--- src/rtl/alu_cmd_unit.sv ---
// alu_cmd_unit: command-side front end for the 4-bit combinational ALU.
//
// Requests arrive on a valid/ready channel. Each accepted request runs on the
// embedded ALU in the same cycle. The ALU writes {result, zero, carry, tag} into
// a response FIFO, which is drained over a valid/ready response channel. An
// accumulator holds the last accepted result so commands can be chained.
// A wrapping counter records the number of accepted commands.
//
// ALU operations (the operand a is cmd_a_i, or the accumulator when cmd_acc_i=1):
//   000 ADD  a + b        carry = carry-out of bit 3
//   001 SUB  a - b        carry = borrow (a < b)
//   010 AND  011 OR  100 XOR  111 NOR   carry = 0
//   101 SLL  a << b       shift amount is the full 4-bit b; carry = 0
//   110 SRL  a >> b       shift amount is the full 4-bit b; carry = 0
//   zero = (result == 0)
//
// Ports:
//   clk_i, rst_i            clock, synchronous active-high reset
//   cmd_valid_i/cmd_ready_o request handshake
//   cmd_a_i, cmd_b_i        4-bit operands
//   cmd_op_i                3-bit operation code
//   cmd_acc_i               use the accumulator as operand a
//   cmd_tag_i               opaque tag echoed on the response
//   rsp_valid_o/rsp_ready_i response handshake (FIFO head)
//   rsp_result_o, rsp_zero_o, rsp_carry_o, rsp_tag_o   head entry (0 when empty)
//   acc_o                   accumulator (last accepted result)
//   cmd_count_o             accepted commands, mod 2^CNT_W
//   busy_o                  FIFO non-empty

module alu_cmd_unit #(
  parameter int unsigned DEPTH = 4,
  parameter int unsigned TAG_W = 4,
  parameter int unsigned CNT_W = 8
) (
  input  logic             clk_i,
  input  logic             rst_i,
  input  logic             cmd_valid_i,
  output logic             cmd_ready_o,
  input  logic [3:0]       cmd_a_i,
  input  logic [3:0]       cmd_b_i,
  input  logic [2:0]       cmd_op_i,
  input  logic             cmd_acc_i,
  input  logic [TAG_W-1:0] cmd_tag_i,
  output logic             rsp_valid_o,
  input  logic             rsp_ready_i,
  output logic [3:0]       rsp_result_o,
  output logic             rsp_zero_o,
  output logic             rsp_carry_o,
  output logic [TAG_W-1:0] rsp_tag_o,
  output logic [3:0]       acc_o,
  output logic [CNT_W-1:0] cmd_count_o,
  output logic             busy_o
);

  localparam int unsigned PtrW = (DEPTH > 1) ? $clog2(DEPTH) : 1;
  localparam int unsigned OccW = $clog2(DEPTH + 1);
  localparam logic [OccW-1:0] DepthOcc = OccW'(DEPTH);

  typedef enum logic [2:0] {
    OpAdd = 3'b000,
    OpSub = 3'b001,
    OpAnd = 3'b010,
    OpOr  = 3'b011,
    OpXor = 3'b100,
    OpSll = 3'b101,
    OpSrl = 3'b110,
    OpNor = 3'b111
  } alu_op_e;

  // State
  logic [PtrW-1:0]  wr_ptr_q, wr_ptr_d;
  logic [PtrW-1:0]  rd_ptr_q, rd_ptr_d;
  logic [OccW-1:0]  occ_q, occ_d;
  logic [3:0]       acc_q, acc_d;
  logic [CNT_W-1:0] cnt_q, cnt_d;

  // FIFO storage (no reset needed: outputs are gated by occupancy)
  logic [3:0]       res_mem_q   [DEPTH];
  logic             zero_mem_q  [DEPTH];
  logic             carry_mem_q [DEPTH];
  logic [TAG_W-1:0] tag_mem_q   [DEPTH];

  logic push, pop;
  logic fifo_empty;

  // ALU
  logic [3:0] alu_a;
  logic [4:0] alu_wide;
  logic [3:0] alu_res;
  logic       alu_zero;
  logic       alu_carry;

  always_comb begin
    alu_a     = cmd_acc_i ? acc_q : cmd_a_i;
    alu_wide  = '0;
    alu_res   = '0;
    alu_carry = 1'b0;
    unique case (alu_op_e'(cmd_op_i))
      OpAdd: begin
        alu_wide  = {1'b0, alu_a} + {1'b0, cmd_b_i};
        alu_res   = alu_wide[3:0];
        alu_carry = alu_wide[4];
      end
      OpSub: begin
        // Bit 4 of the 5-bit difference is the borrow out.
        alu_wide  = {1'b0, alu_a} - {1'b0, cmd_b_i};
        alu_res   = alu_wide[3:0];
        alu_carry = alu_wide[4];
      end
      OpAnd:   alu_res = alu_a & cmd_b_i;
      OpOr:    alu_res = alu_a | cmd_b_i;
      OpXor:   alu_res = alu_a ^ cmd_b_i;
      OpSll:   alu_res = alu_a << cmd_b_i;
      OpSrl:   alu_res = alu_a >> cmd_b_i;
      OpNor:   alu_res = ~(alu_a | cmd_b_i);
      default: alu_res = '0;
    endcase
    alu_zero = (alu_res == 4'd0);
  end

  // Handshakes: ready depends only on registered occupancy, so a full FIFO
  // being popped this cycle still refuses a push until the next cycle.
  assign fifo_empty  = (occ_q == '0);
  assign cmd_ready_o = (occ_q < DepthOcc);
  assign push        = cmd_valid_i & cmd_ready_o;
  assign pop         = ~fifo_empty & rsp_ready_i;

  // Next-state
  always_comb begin
    wr_ptr_d = wr_ptr_q;
    rd_ptr_d = rd_ptr_q;
    occ_d    = occ_q;
    acc_d    = acc_q;
    cnt_d    = cnt_q;

    if (push) begin
      wr_ptr_d = wr_ptr_q + PtrW'(1);
      acc_d    = alu_res;
      cnt_d    = cnt_q + CNT_W'(1);
    end
    if (pop) begin
      rd_ptr_d = rd_ptr_q + PtrW'(1);
    end

    unique case ({push, pop})
      2'b10:   occ_d = occ_q + OccW'(1);
      2'b01:   occ_d = occ_q - OccW'(1);
      default: occ_d = occ_q;
    endcase
  end

  always_ff @(posedge clk_i) begin
    if (rst_i) begin
      wr_ptr_q <= '0;
      rd_ptr_q <= '0;
      occ_q    <= '0;
      acc_q    <= '0;
      cnt_q    <= '0;
    end else begin
      wr_ptr_q <= wr_ptr_d;
      rd_ptr_q <= rd_ptr_d;
      occ_q    <= occ_d;
      acc_q    <= acc_d;
      cnt_q    <= cnt_d;
    end
  end

  // A write during a reset cycle is harmless: the pointers and count are cleared,
  // so the slot is never marked valid.
  always_ff @(posedge clk_i) begin
    if (push) begin
      res_mem_q[wr_ptr_q]   <= alu_res;
      zero_mem_q[wr_ptr_q]  <= alu_zero;
      carry_mem_q[wr_ptr_q] <= alu_carry;
      tag_mem_q[wr_ptr_q]   <= cmd_tag_i;
    end
  end

  // Outputs. Head data is forced to 0 while empty, so stale entries never show.
  always_comb begin
    rsp_valid_o  = ~fifo_empty;
    busy_o       = ~fifo_empty;
    rsp_result_o = '0;
    rsp_zero_o   = 1'b0;
    rsp_carry_o  = 1'b0;
    rsp_tag_o    = '0;
    if (!fifo_empty) begin
      rsp_result_o = res_mem_q[rd_ptr_q];
      rsp_zero_o   = zero_mem_q[rd_ptr_q];
      rsp_carry_o  = carry_mem_q[rd_ptr_q];
      rsp_tag_o    = tag_mem_q[rd_ptr_q];
    end
  end

  assign acc_o       = acc_q;
  assign cmd_count_o = cnt_q;

endmodule

--- config.mk ---
export PLATFORM = sky130hd
export DESIGN_NAME = alu_cmd_unit
export DESIGN_NICKNAME = d
export VERILOG_FILES = /design/src/rtl/alu_cmd_unit.sv
export SDC_FILE = /design/constraint.sdc
export NUM_CORES = 1
export LEC_CHECK = 0
export BUFFER_PORTS_ARGS = -buffer_cell sky130_fd_sc_hd__buf_2
export CAP_MARGIN = 20
export CELL_PAD_IN_SITES_DETAIL_PLACEMENT = 0
export CELL_PAD_IN_SITES_GLOBAL_PLACEMENT = 2
export CORE_MARGIN = 2
export CORE_UTILIZATION = 40
export DETAILED_ROUTE_END_ITERATION = 12
export PLACE_DENSITY = 0.81
export SYNTH_ARGS = -nofsm -noshare
export SYNTH_HDL_FRONTEND = slang
export SYNTH_SLANG_ARGS = --single-unit
--- constraint.sdc ---
create_clock -name clk_i -period 8.04 [get_ports clk_i]
set_clock_uncertainty 0.2 [all_clocks]
set_input_delay 0.804 -clock clk_i [delete_from_list [all_inputs] [get_ports clk_i]]
set_output_delay 0.804 -clock clk_i [all_outputs]
set_load 0.01 [all_outputs]
==> impl_metrics.env, run 1 <==
export IMPL_rows=33
export IMPL_post_synth_top_count_cell="edfxtp_1"
export IMPL_postCtsSetupRepairBufs=0
export IMPL_final_hold_viol_count=0
export IMPL_reg2reg_from="acc_o[0]$_SDFFE_PP0P_"
export IMPL_grt_pass1_wl_um=11200
export IMPL_p_sw_frac=0.327
export IMPL_dr_pass1_iters=4
export IMPL_max_stage_delay_ns=0.57
export IMPL_netSwitchingPower_w=0.000327
export IMPL_dieArea_um2=9140
export IMPL_post_synth_top_area_cell="edfxtp_1"
export IMPL_postPlaceCellArea_um2=3630
export IMPL_clkSlewWorstSetupHoldPaths_ns=0.07
export IMPL_clk_latency_ns=0.32
export IMPL_crit_slowest_cell="mux2i_1"
export IMPL_fillers=768
export IMPL_grt_antenna_before_repair=0
export IMPL_async_reset_ff_frac=0
export IMPL_grt_pass1_vias=2193
export IMPL_holdPathStages=2
export IMPL_clkPwrFrac=0.265
export IMPL_io_pins=45
export IMPL_setup_tns_ns=0
export IMPL_syn_inst=285
export IMPL_hp_start="cmd_count_o[7]$_SDFFE_PP0P_"
export IMPL_coreArea_um2=8180
export IMPL_area_growth_syn_to_layout_pct=14.0
export IMPL_drt_wl_total_um=7150
export IMPL_p_int_w=0.000675
export IMPL_finalSetupViolations=0
export IMPL_ys_warn_count=0
export IMPL_ant_nets=0
export IMPL_synth_commonest_cells="edfxtp_1, nor2_1, dfxtp_1, nand2_1, ha_1"
export IMPL_grt_max_degree=24
export IMPL_p_leak_nw=1.51
export IMPL_outcome="complete, no violations"
export IMPL_place_gp_congestion=0.862
export IMPL_grt_overflow=0
export IMPL_ys_flop_type="edfxtp_1"
export IMPL_clock_sinks=61
export IMPL_worst_pin_slew_ns=0.682
export IMPL_drive_above_1_share=0.262
export IMPL_drc=0
export IMPL_worstPathRequired_ns=7.88
export IMPL_yosysUniqueCellTypes=56
export IMPL_path_class="in -> reg"
export IMPL_drt_iter0_drc=101
export IMPL_cts_buffers=9
export IMPL_cts_resized=0
export IMPL_crit_arrival_ns=2.98
export IMPL_crit_path_start_kind="primary input"
export IMPL_die_x_um=95.6
export IMPL_initial_core_util=0.411
export IMPL_holdPathEnd="cmd_count_o[7]$_SDFFE_PP0P_"
export IMPL_ys_seq_area_frac=0.483
export IMPL_grt_usage=0.165
export IMPL_wl_per_cell_um=16.4
export IMPL_die_h_um=95.6
export IMPL_fmax_ghz=0.319
export IMPL_r2r_slack_ns=5.21
export IMPL_synth_area_leaders="edfxtp_1, dfxtp_1, mux4_2"
export IMPL_min_period_over_period=0.390
export IMPL_cellPowerDensity_nw_per_um2=262
export IMPL_comb_power_share=0.318
export IMPL_min_period_ns=3.14
export IMPL_avgSynthCellArea_um2=11.8
export IMPL_routed_via_count=2250
export IMPL_synth_top_area_frac=0.358
export IMPL_holdBufCountCts=0
export IMPL_num_antenna_cells=0
export IMPL_htreeDepth=3
export IMPL_max_cap_viol_count=0
export IMPL_cts_root_buf="clkbuf_8"
export IMPL_nets=368
export IMPL_vdd_drop_max_mv=0.0794
export IMPL_ys_seq_elements=61
export IMPL_relSlewSlack=0.544
export IMPL_r2r_end="zero_mem_q[3]$_DFFE_PP_"
export IMPL_routed_via_density=5.15
export IMPL_rsz0062_at_grt="no"
export IMPL_cts_buffer_depth=2
export IMPL_syn_nets=326
export IMPL_cp_max_fo=6
export IMPL_hold_class="reg -> reg"
export IMPL_slew_violations=0
export IMPL_pwr_share_seq=0.418
export IMPL_post_dp_hpwl_um=5210
export IMPL_cts_tree="done"
export IMPL_endpoint_kind="register"
export IMPL_syn_area_um2=3360
export IMPL_finalInstanceArea_um2=3830
export IMPL_portBuffers=44
export IMPL_cp_startpoint="cmd_acc_i"
export IMPL_rr_worst_depth=8
export IMPL_synth_edff_count=40
export IMPL_worstPathCellList="buf_2, mux2i_1, inv_2, ha_1, o41a_1, a2111o_1, nand4b_4, nor4_2"
how the worst max path moves through the flow:
stage | slack [ns] | end
finish | 4.90 | zero_mem_q[3]$_DFFE_PP_
detailed placement | 4.57 | zero_mem_q[3]$_DFFE_PP_
global route | 4.75 | zero_mem_q[0]$_DFFE_PP_
global placement | 4.63 | zero_mem_q[0]$_DFFE_PP_
floorplan | 4.91 | zero_mem_q[0]$_DFFE_PP_
CTS | 4.91 | zero_mem_q[0]$_DFFE_PP_
flip-flops by register name (all words and copies together), names as in the netlist, named ones only:
name	count
rd_ptr_q	2
carry_mem_q	4
zero_mem_q	4
wr_ptr_q	2
acc_o	4
tag_mem_q	16
res_mem_q	16
occ_q	3
cmd_count_o	8
worst max-delay path, delay by kind of cell:
kind | cells | cell delay (ns)
buffers and inverters | 2 | 0.33
muxes | 1 | 0.57
AOI/OAI and AO/OA | 2 | 0.85
adders and majority gates | 1 | 0.22
and+or+nand+nor | 2 | 0.20
cell families after synthesis:
group | count (synthesis) | share of synthesized area
XOR/XNOR | 12 | 0.0313
multiplexers | 16 | 0.0935
flip-flops | 61 | 0.483
AO/OA/AOI/OAI | 47 | 0.110
adder cells (fa/ha/maj) | 21 | 0.0849
buffers and inverters | 34 | 0.0481
AND/OR/NAND/NOR | 94 | 0.150
through the flow:
step | util | hold WS (ns) | instances | power (W) | setup WS, ns
6_report | 0.468 | 0.295 | 437 | 0.00100 | 4.90
5_1_grt | 0.468 | 0.324 | 437 | 0.00107 | 4.75
4_1_cts | 0.468 | 0.292 | 437 | 0.00102 | 4.91
3_5_place_dp | 0.444 | 0.280 | 421 | 0.000751 | 4.57
3_3_place_gp | 0.444 | 0.270 | 421 | 0.000745 | 4.63
2_1_floorplan | - | 0.266 | 285 | 0.000652 | 4.91
power groups by stage:
stage,Combinational (W),Clock (W),Sequential (W)
3_5_place_dp,0.000324,0,0.000427
3_3_place_gp,0.000321,0,0.000424
5_1_grt,0.000360,0.000286,0.000426
4_1_cts,0.000325,0.000272,0.000420
6_report,0.000318,0.000265,0.000418
2_1_floorplan,0.000247,0,0.000405
layer usage:
layer,up-vias,global-route usage,share of wire
met5,-,0,0
met4,0,0.0571,0.011
li1,1115,-,-
met2,51,0.269,0.48
met1,1077,0.224,0.47
met3,7,0.0285,0.037
cells in the final DEF (no fill, tap or decap), drive strengths merged, types with 2 or more instances in the layout:
master  synthesis  final
clkbuf          5      9
clkinv          1      5
and4bb          2      2
or3             4      4
inv            19     21
nand2b          5      5
buf             9     45
xnor2           4      4
dfxtp          21     21
fa              3      3
nand3           2      2
nand4           4      4
o311ai          2      2
o21ai           9      9
ha             18     18
o21a            6      6
a32oi           3      3
nand2          20     20
nor2b           4      4
mux4           11     11
and2           16     16
a21oi          10     10
and3            4      4
edfxtp         40     40
a211oi          2      2
xor2            8      8
mux2i           5      5
o22ai           2      2
nor2           28     28
layout make-up:
class                   instances  area (um2)  area share
well taps                     105         131      0.0343
inverters                      20        75.1      0.0196
flip-flops and latches         61        1620       0.424
clock buffers                   9         124      0.0324
clock inverters                 7        72.6      0.0190
repair buffers                 45         228      0.0595
multi-input cells             190        1580       0.412
(Power assumes the default switching activity.)
==> run 2: changes to the inputs <==
--- a/config.mk
+++ b/config.mk
@@ -10,9 +10,9 @@
 export CELL_PAD_IN_SITES_DETAIL_PLACEMENT = 0
 export CELL_PAD_IN_SITES_GLOBAL_PLACEMENT = 2
 export CORE_MARGIN = 2
-export CORE_UTILIZATION = 40
+export CORE_UTILIZATION = 38
 export DETAILED_ROUTE_END_ITERATION = 12
-export PLACE_DENSITY = 0.81
+export PLACE_DENSITY = 0.78
 export SYNTH_ARGS = -nofsm -noshare
 export SYNTH_HDL_FRONTEND = slang
 export SYNTH_SLANG_ARGS = --single-unit
==> constraint.sdc (replaced) <==
create_clock -name clk_i -period 3.1 [get_ports clk_i]
set_clock_uncertainty 0.2 [all_clocks]
set_input_delay 0.31 -clock clk_i [delete_from_list [all_inputs] [get_ports clk_i]]
set_output_delay 0.31 -clock clk_i [all_outputs]
set_load 0.01 [all_outputs]
==> run 2 against run 1 <==
Against the previous run: die area is 5.0% higher; combinational power grew to 2.6 times the previous value; sequential share of layout area is 0.60 points lower; sequential cell count stayed put; largest power group unchanged; setup slack worse by 4.6 ns.
==> impl_metrics.env, run 2 (synthesized netlist as in run 1, its figures left out) <==
export IMPL_routed_via_density=5.15
export IMPL_drive_above_1_share=0.255
export IMPL_pwr_share_seq=0.413
export IMPL_critical_path_top_delay_family="adder cells"
export IMPL_holdPathStages=2
export IMPL_grt_overflow=0
export IMPL_final_cell_mix="buf_2, edfxtp_1, nor2_1, dfxtp_1, nand2_1"
export IMPL_wl_met2_um=3480
export IMPL_area_growth_syn_to_layout_pct=15.6
export IMPL_cts_buffers=9
export IMPL_max_stage_delay_ns=0.48
export IMPL_worstPathRequired_ns=2.99
export IMPL_comb_power_share=0.318
export IMPL_clk_latency_ns=0.32
export IMPL_cts_tree="done"
export IMPL_crit_slowest_cell="fa_1"
export IMPL_rows=34
export IMPL_layout_commonest_cell="buf_2"
export IMPL_setup_tns_ns=0
export IMPL_post_place_ws_ns=0.176
export IMPL_crit_arrival_ns=2.64
export IMPL_cellPowerDensity_nw_per_um2=675
export IMPL_wl_per_cell_um=16.1
export IMPL_rr_worst_depth=8
export IMPL_cp_max_fo=6
export IMPL_ant_nets=0
export IMPL_num_antenna_cells=0
export IMPL_die_x_um=98.0
export IMPL_relSlewSlack=0.547
export IMPL_postCtsSetupRepairBufs=0
export IMPL_cts_root_buf="clkbuf_8"
export IMPL_finalSetupViolations=0
export IMPL_drt_wl_total_um=7160
export IMPL_vdd_drop_max_mv=0.272
export IMPL_slew_violations=0
export IMPL_grt_usage=0.155
export IMPL_dr_pass1_iters=4
export IMPL_rsz0062_at_grt="no"
export IMPL_fin_ws_ns=0.348
export IMPL_path_class="reg -> reg"
export IMPL_endpoint_kind="register"
export IMPL_worst_pin_slew_ns=0.679
export IMPL_drc=0
export IMPL_reg2reg_from="acc_o[0]$_SDFFE_PP0P_"
export IMPL_cp_startpoint="acc_o[0]$_SDFFE_PP0P_"
export IMPL_final_hold_viol_count=0
export IMPL_min_period_over_period=0.888
export IMPL_grt_max_degree=24
export IMPL_clkPwrFrac=0.269
export IMPL_post_dp_hpwl_um=5030
export IMPL_portBuffers=44
export IMPL_grt_antenna_before_repair=0
export IMPL_grt_pass1_wl_um=11600
export IMPL_cts_buffer_depth=2
export IMPL_met3_length_um=302
export IMPL_min_period_ns=2.75
export IMPL_clkSlewWorstSetupHoldPaths_ns=0.07
export IMPL_nets=373
export IMPL_grt_pass1_vias=2160
export IMPL_drt_met1_wl_um=3340
export IMPL_fmax_ghz=0.363
export IMPL_max_cap_viol_count=0
export IMPL_place_gp_congestion=0.831
export IMPL_dieArea_um2=9600
export IMPL_final_util=0.450
export IMPL_routed_via_count=2290
export IMPL_die_h_um=98.0
export IMPL_crit_path_start_kind="register"
export IMPL_top_layer_used="met4"
export IMPL_p_sw_frac=0.316
export IMPL_coreArea_um2=8640
export IMPL_hold_class="in -> reg"
export IMPL_htreeDepth=3
export IMPL_io_pins=45
export IMPL_p_int_w=0.00179
export IMPL_initial_core_util=0.389
export IMPL_critPathBufInv=0
export IMPL_hp_start="rst_i"
export IMPL_netSwitchingPower_w=0.000828
export IMPL_worstPathCellList="mux2i_2, ha_1, fa_1, nand2_1, a32oi_1, o311ai_0, a32o_1, nor4_2"
export IMPL_outcome="complete, no violations"
export IMPL_p_leak_nw=1.53
export IMPL_clock_sinks=61
export IMPL_path_depth=8
export IMPL_drt_iter0_drc=132
run 2: area by class of cell:
cell class	count	area, um2
repair buffers	50	275
flip-flops and latches	61	1620
multi-input cells	190	1580
well taps	108	135
clock buffers	12	155
fillers	819	4750
clock inverters	4	45.0
inverters	20	75.1
run 2: path summary, 6_finish.rpt:
check	to	slack, ns
hold / removal	cmd_count_o[6]$_SDFFE_PP0P_	0.18
setup / recovery	zero_mem_q[2]$_DFFE_PP_	0.35
hold reg to reg	cmd_count_o[7]$_SDFFE_PP0P_	0.28
setup reg to reg	zero_mem_q[2]$_DFFE_PP_	0.35
run 2: metrics by stage:
stage                     total power, W  instances  hold WS (ns)  instance area [um2]
after floorplan                  0.00169        285         0.209                 3360
after global placement           0.00194        425         0.272                 3640
after detailed placement         0.00195        425         0.278                 3640
after CTS                        0.00266        445         0.174                 3880
final                            0.00262        445         0.183                 3880
after global routing             0.00280        445         0.201                 3880
run 2: worst register-to-register path, stage by stage (launching register included):
cell      delay (ns)
dfxtp_1         0.39
mux2i_2         0.12
ha_1            0.23
fa_1            0.48
nand2_1         0.05
a32oi_1         0.18
o311ai_0        0.16
a32o_1          0.31
nor4_2          0.41
run 2: repair_timing:
item                                   in CTS  in global routing
endpoints found under the hold margin      16                  0
hold buffers                                4                  0
resized for setup                           0                  0
run 2: power groups by stage:
| stage | Sequential (W) | Combinational (W) | Clock (W) |
|---|---|---|---|
| 4_1_cts | 0.00109 | 0.000850 | 0.000724 |
| 6_report | 0.00108 | 0.000833 | 0.000706 |
| 3_5_place_dp | 0.00110 | 0.000844 | 0 |
| 5_1_grt | 0.00110 | 0.000938 | 0.000760 |
| 2_1_floorplan | 0.00105 | 0.000641 | 0 |
| 3_3_place_gp | 0.00110 | 0.000838 | 0 |
run 2: metal layers:
layer / GRT usage / up-vias
li1: - / 1125
met1: 0.215 / 1108
met2: 0.242 / 55
met3: 0.0387 / 2
met4: 0.0470 / 0
met5: 0 / -
==> run 3: changes to the inputs <==
==> constraint.sdc (replaced) <==
create_clock -name clk_i -period 3.1 [get_ports clk_i]
set_clock_uncertainty 0.2 [all_clocks]
set_input_delay 0.155 -clock clk_i [delete_from_list [all_inputs] [get_ports clk_i]]
set_output_delay 0.155 -clock clk_i [all_outputs]
set_load 0.01 [all_outputs]
==> run 3 against run 2 <==
Against the previous run: count of clock-buffer cells in the layout decreased by 2; critical path depth is the same; setup slack better by 0.059 ns; via count is 2.0% higher.
==> impl_metrics.env, run 3 (synthesized netlist as in run 1, its figures left out) <==
export IMPL_layout_commonest_cell="buf_2"
export IMPL_cts_resized=0
export IMPL_drt_iter0_drc=97
export IMPL_fillers=813
export IMPL_routed_via_density=5.25
export IMPL_fmax_ghz=0.371
export IMPL_nets=373
export IMPL_outcome="complete, no violations"
export IMPL_initial_core_util=0.389
export IMPL_cts_tree="done"
export IMPL_die_x_um=98.0
export IMPL_rsz0062_at_grt="no"
export IMPL_final_hold_viol_count=0
export IMPL_drive_above_1_share=0.249
export IMPL_drt_wl_total_um=7320
export IMPL_finalSetupViolations=0
export IMPL_crit_arrival_ns=2.59
export IMPL_path_class="reg -> reg"
export IMPL_grt_antenna_before_repair=0
export IMPL_rows=34
export IMPL_cts_buffer_depth=2
export IMPL_crit_path_start_kind="register"
export IMPL_ant_nets=0
export IMPL_grt_max_degree=24
export IMPL_routed_via_count=2335
export IMPL_clk_latency_ns=0.33
export IMPL_postCtsSetupRepairBufs=0
export IMPL_setup_tns_ns=0
export IMPL_max_cap_viol_count=0
export IMPL_drc=0
export IMPL_wl_per_cell_um=16.4
export IMPL_htreeDepth=3
export IMPL_cp_max_fo=6
export IMPL_cts_buffers=9
export IMPL_relSlewSlack=0.525
export IMPL_hold_class="in -> reg"
export IMPL_whs_ns=0.0276
export IMPL_grt_pass1_vias=2365
export IMPL_grt_pass1_wl_um=11900
export IMPL_post_place_ws_ns=0.393
export IMPL_grt_usage=0.158
export IMPL_post_dp_hpwl_um=5170
export IMPL_cellPowerDensity_nw_per_um2=668
export IMPL_multi_input_area_um2=1580
export IMPL_worstPathRequired_ns=3.00
export IMPL_holdBufCountCts=4
export IMPL_coreArea_um2=8640
export IMPL_stdcell_count=445
export IMPL_io_pins=45
export IMPL_clock_sinks=61
export IMPL_min_period_over_period=0.869
export IMPL_cts_root_buf="clkbuf_8"
export IMPL_dr_pass1_iters=4
export IMPL_die_h_um=98.0
export IMPL_clkSlewWorstSetupHoldPaths_ns=0.07
export IMPL_worst_pin_slew_ns=0.711
export IMPL_portBuffers=44
export IMPL_dieArea_um2=9600
export IMPL_fin_ws_ns=0.407
export IMPL_endpoint_kind="register"
export IMPL_slew_violations=0
export IMPL_dpl_cell_count=425
export IMPL_regArea_um2=1620
export IMPL_num_antenna_cells=0
export IMPL_final_cell_mix="buf_2, edfxtp_1, nor2_1, dfxtp_1, nand2_1"
export IMPL_p_leak_nw=1.51
export IMPL_vdd_drop_max_mv=0.223
export IMPL_min_period_ns=2.69
export IMPL_place_gp_congestion=0.816
export IMPL_grt_overflow=0
export IMPL_area_growth_syn_to_layout_pct=15.1
[run 3: metal layers]
layer / global-route usage / vias to the layer above / routed length, um
li1: - / 1122 / -
met1: 0.212 / 1121 / 3440
met4: 0.0662 / 0 / 161
met2: 0.246 / 79 / 3310
met3: 0.0379 / 13 / 409
met5: 0 / - / 0
[run 3: worst paths after layout]
kind / start / end / slack [ns] / depth (start not counted)
min reg2reg: cmd_count_o[7]$_SDFFE_PP0P_ / cmd_count_o[7]$_SDFFE_PP0P_ / 0.29 / 2
max reg2reg: acc_o[0]$_SDFFE_PP0P_ / zero_mem_q[0]$_DFFE_PP_ / 0.41 / 8
max: acc_o[0]$_SDFFE_PP0P_ / zero_mem_q[0]$_DFFE_PP_ / 0.41 / 8
min: rst_i / rd_ptr_q[0]$_SDFFE_PP0P_ / 0.03 / 2
[run 3: power breakdown]
group	total [W]	leakage [nW]	internal [W]	switching, W
registers	0.00109	0.541	0.000987	0.0000988
logic	0.000832	0.882	0.000393	0.000439
clock network	0.000664	0.0888	0.000362	0.000302
total	0.00258	1.51	0.00174	0.000840
[run 3: layout make-up]
type | instances | area share
Clock inverter | 6 | 0.0139
Tap cell | 108 | 0.0350
Clock buffer | 10 | 0.0330
Multi-Input combinational cell | 190 | 0.408
Timing Repair Buffer | 50 | 0.0712
Sequential cell | 61 | 0.420
Inverter | 20 | 0.0194
[run 3: worst max-delay path, stage by stage, from the launching register on]
cell and delay, ns:
dfxtp_1 0.38, mux2i_2 0.11, ha_1 0.23, fa_1 0.48
nand2_1 0.05, a32oi_1 0.17, o311ai_0 0.15, a32o_1 0.31
nor4_2 0.39
[run 3: through the flow]
| stage | area, um2 | utilization | power [W] |
|---|---|---|---|
| 2_1_floorplan | 3360 | - | 0.00169 |
| 5_1_grt | 3860 | 0.447 | 0.00276 |
| 3_3_place_gp | 3640 | 0.422 | 0.00194 |
| 6_report | 3860 | 0.447 | 0.00258 |
| 3_5_place_dp | 3640 | 0.422 | 0.00195 |
| 4_1_cts | 3860 | 0.447 | 0.00262 |
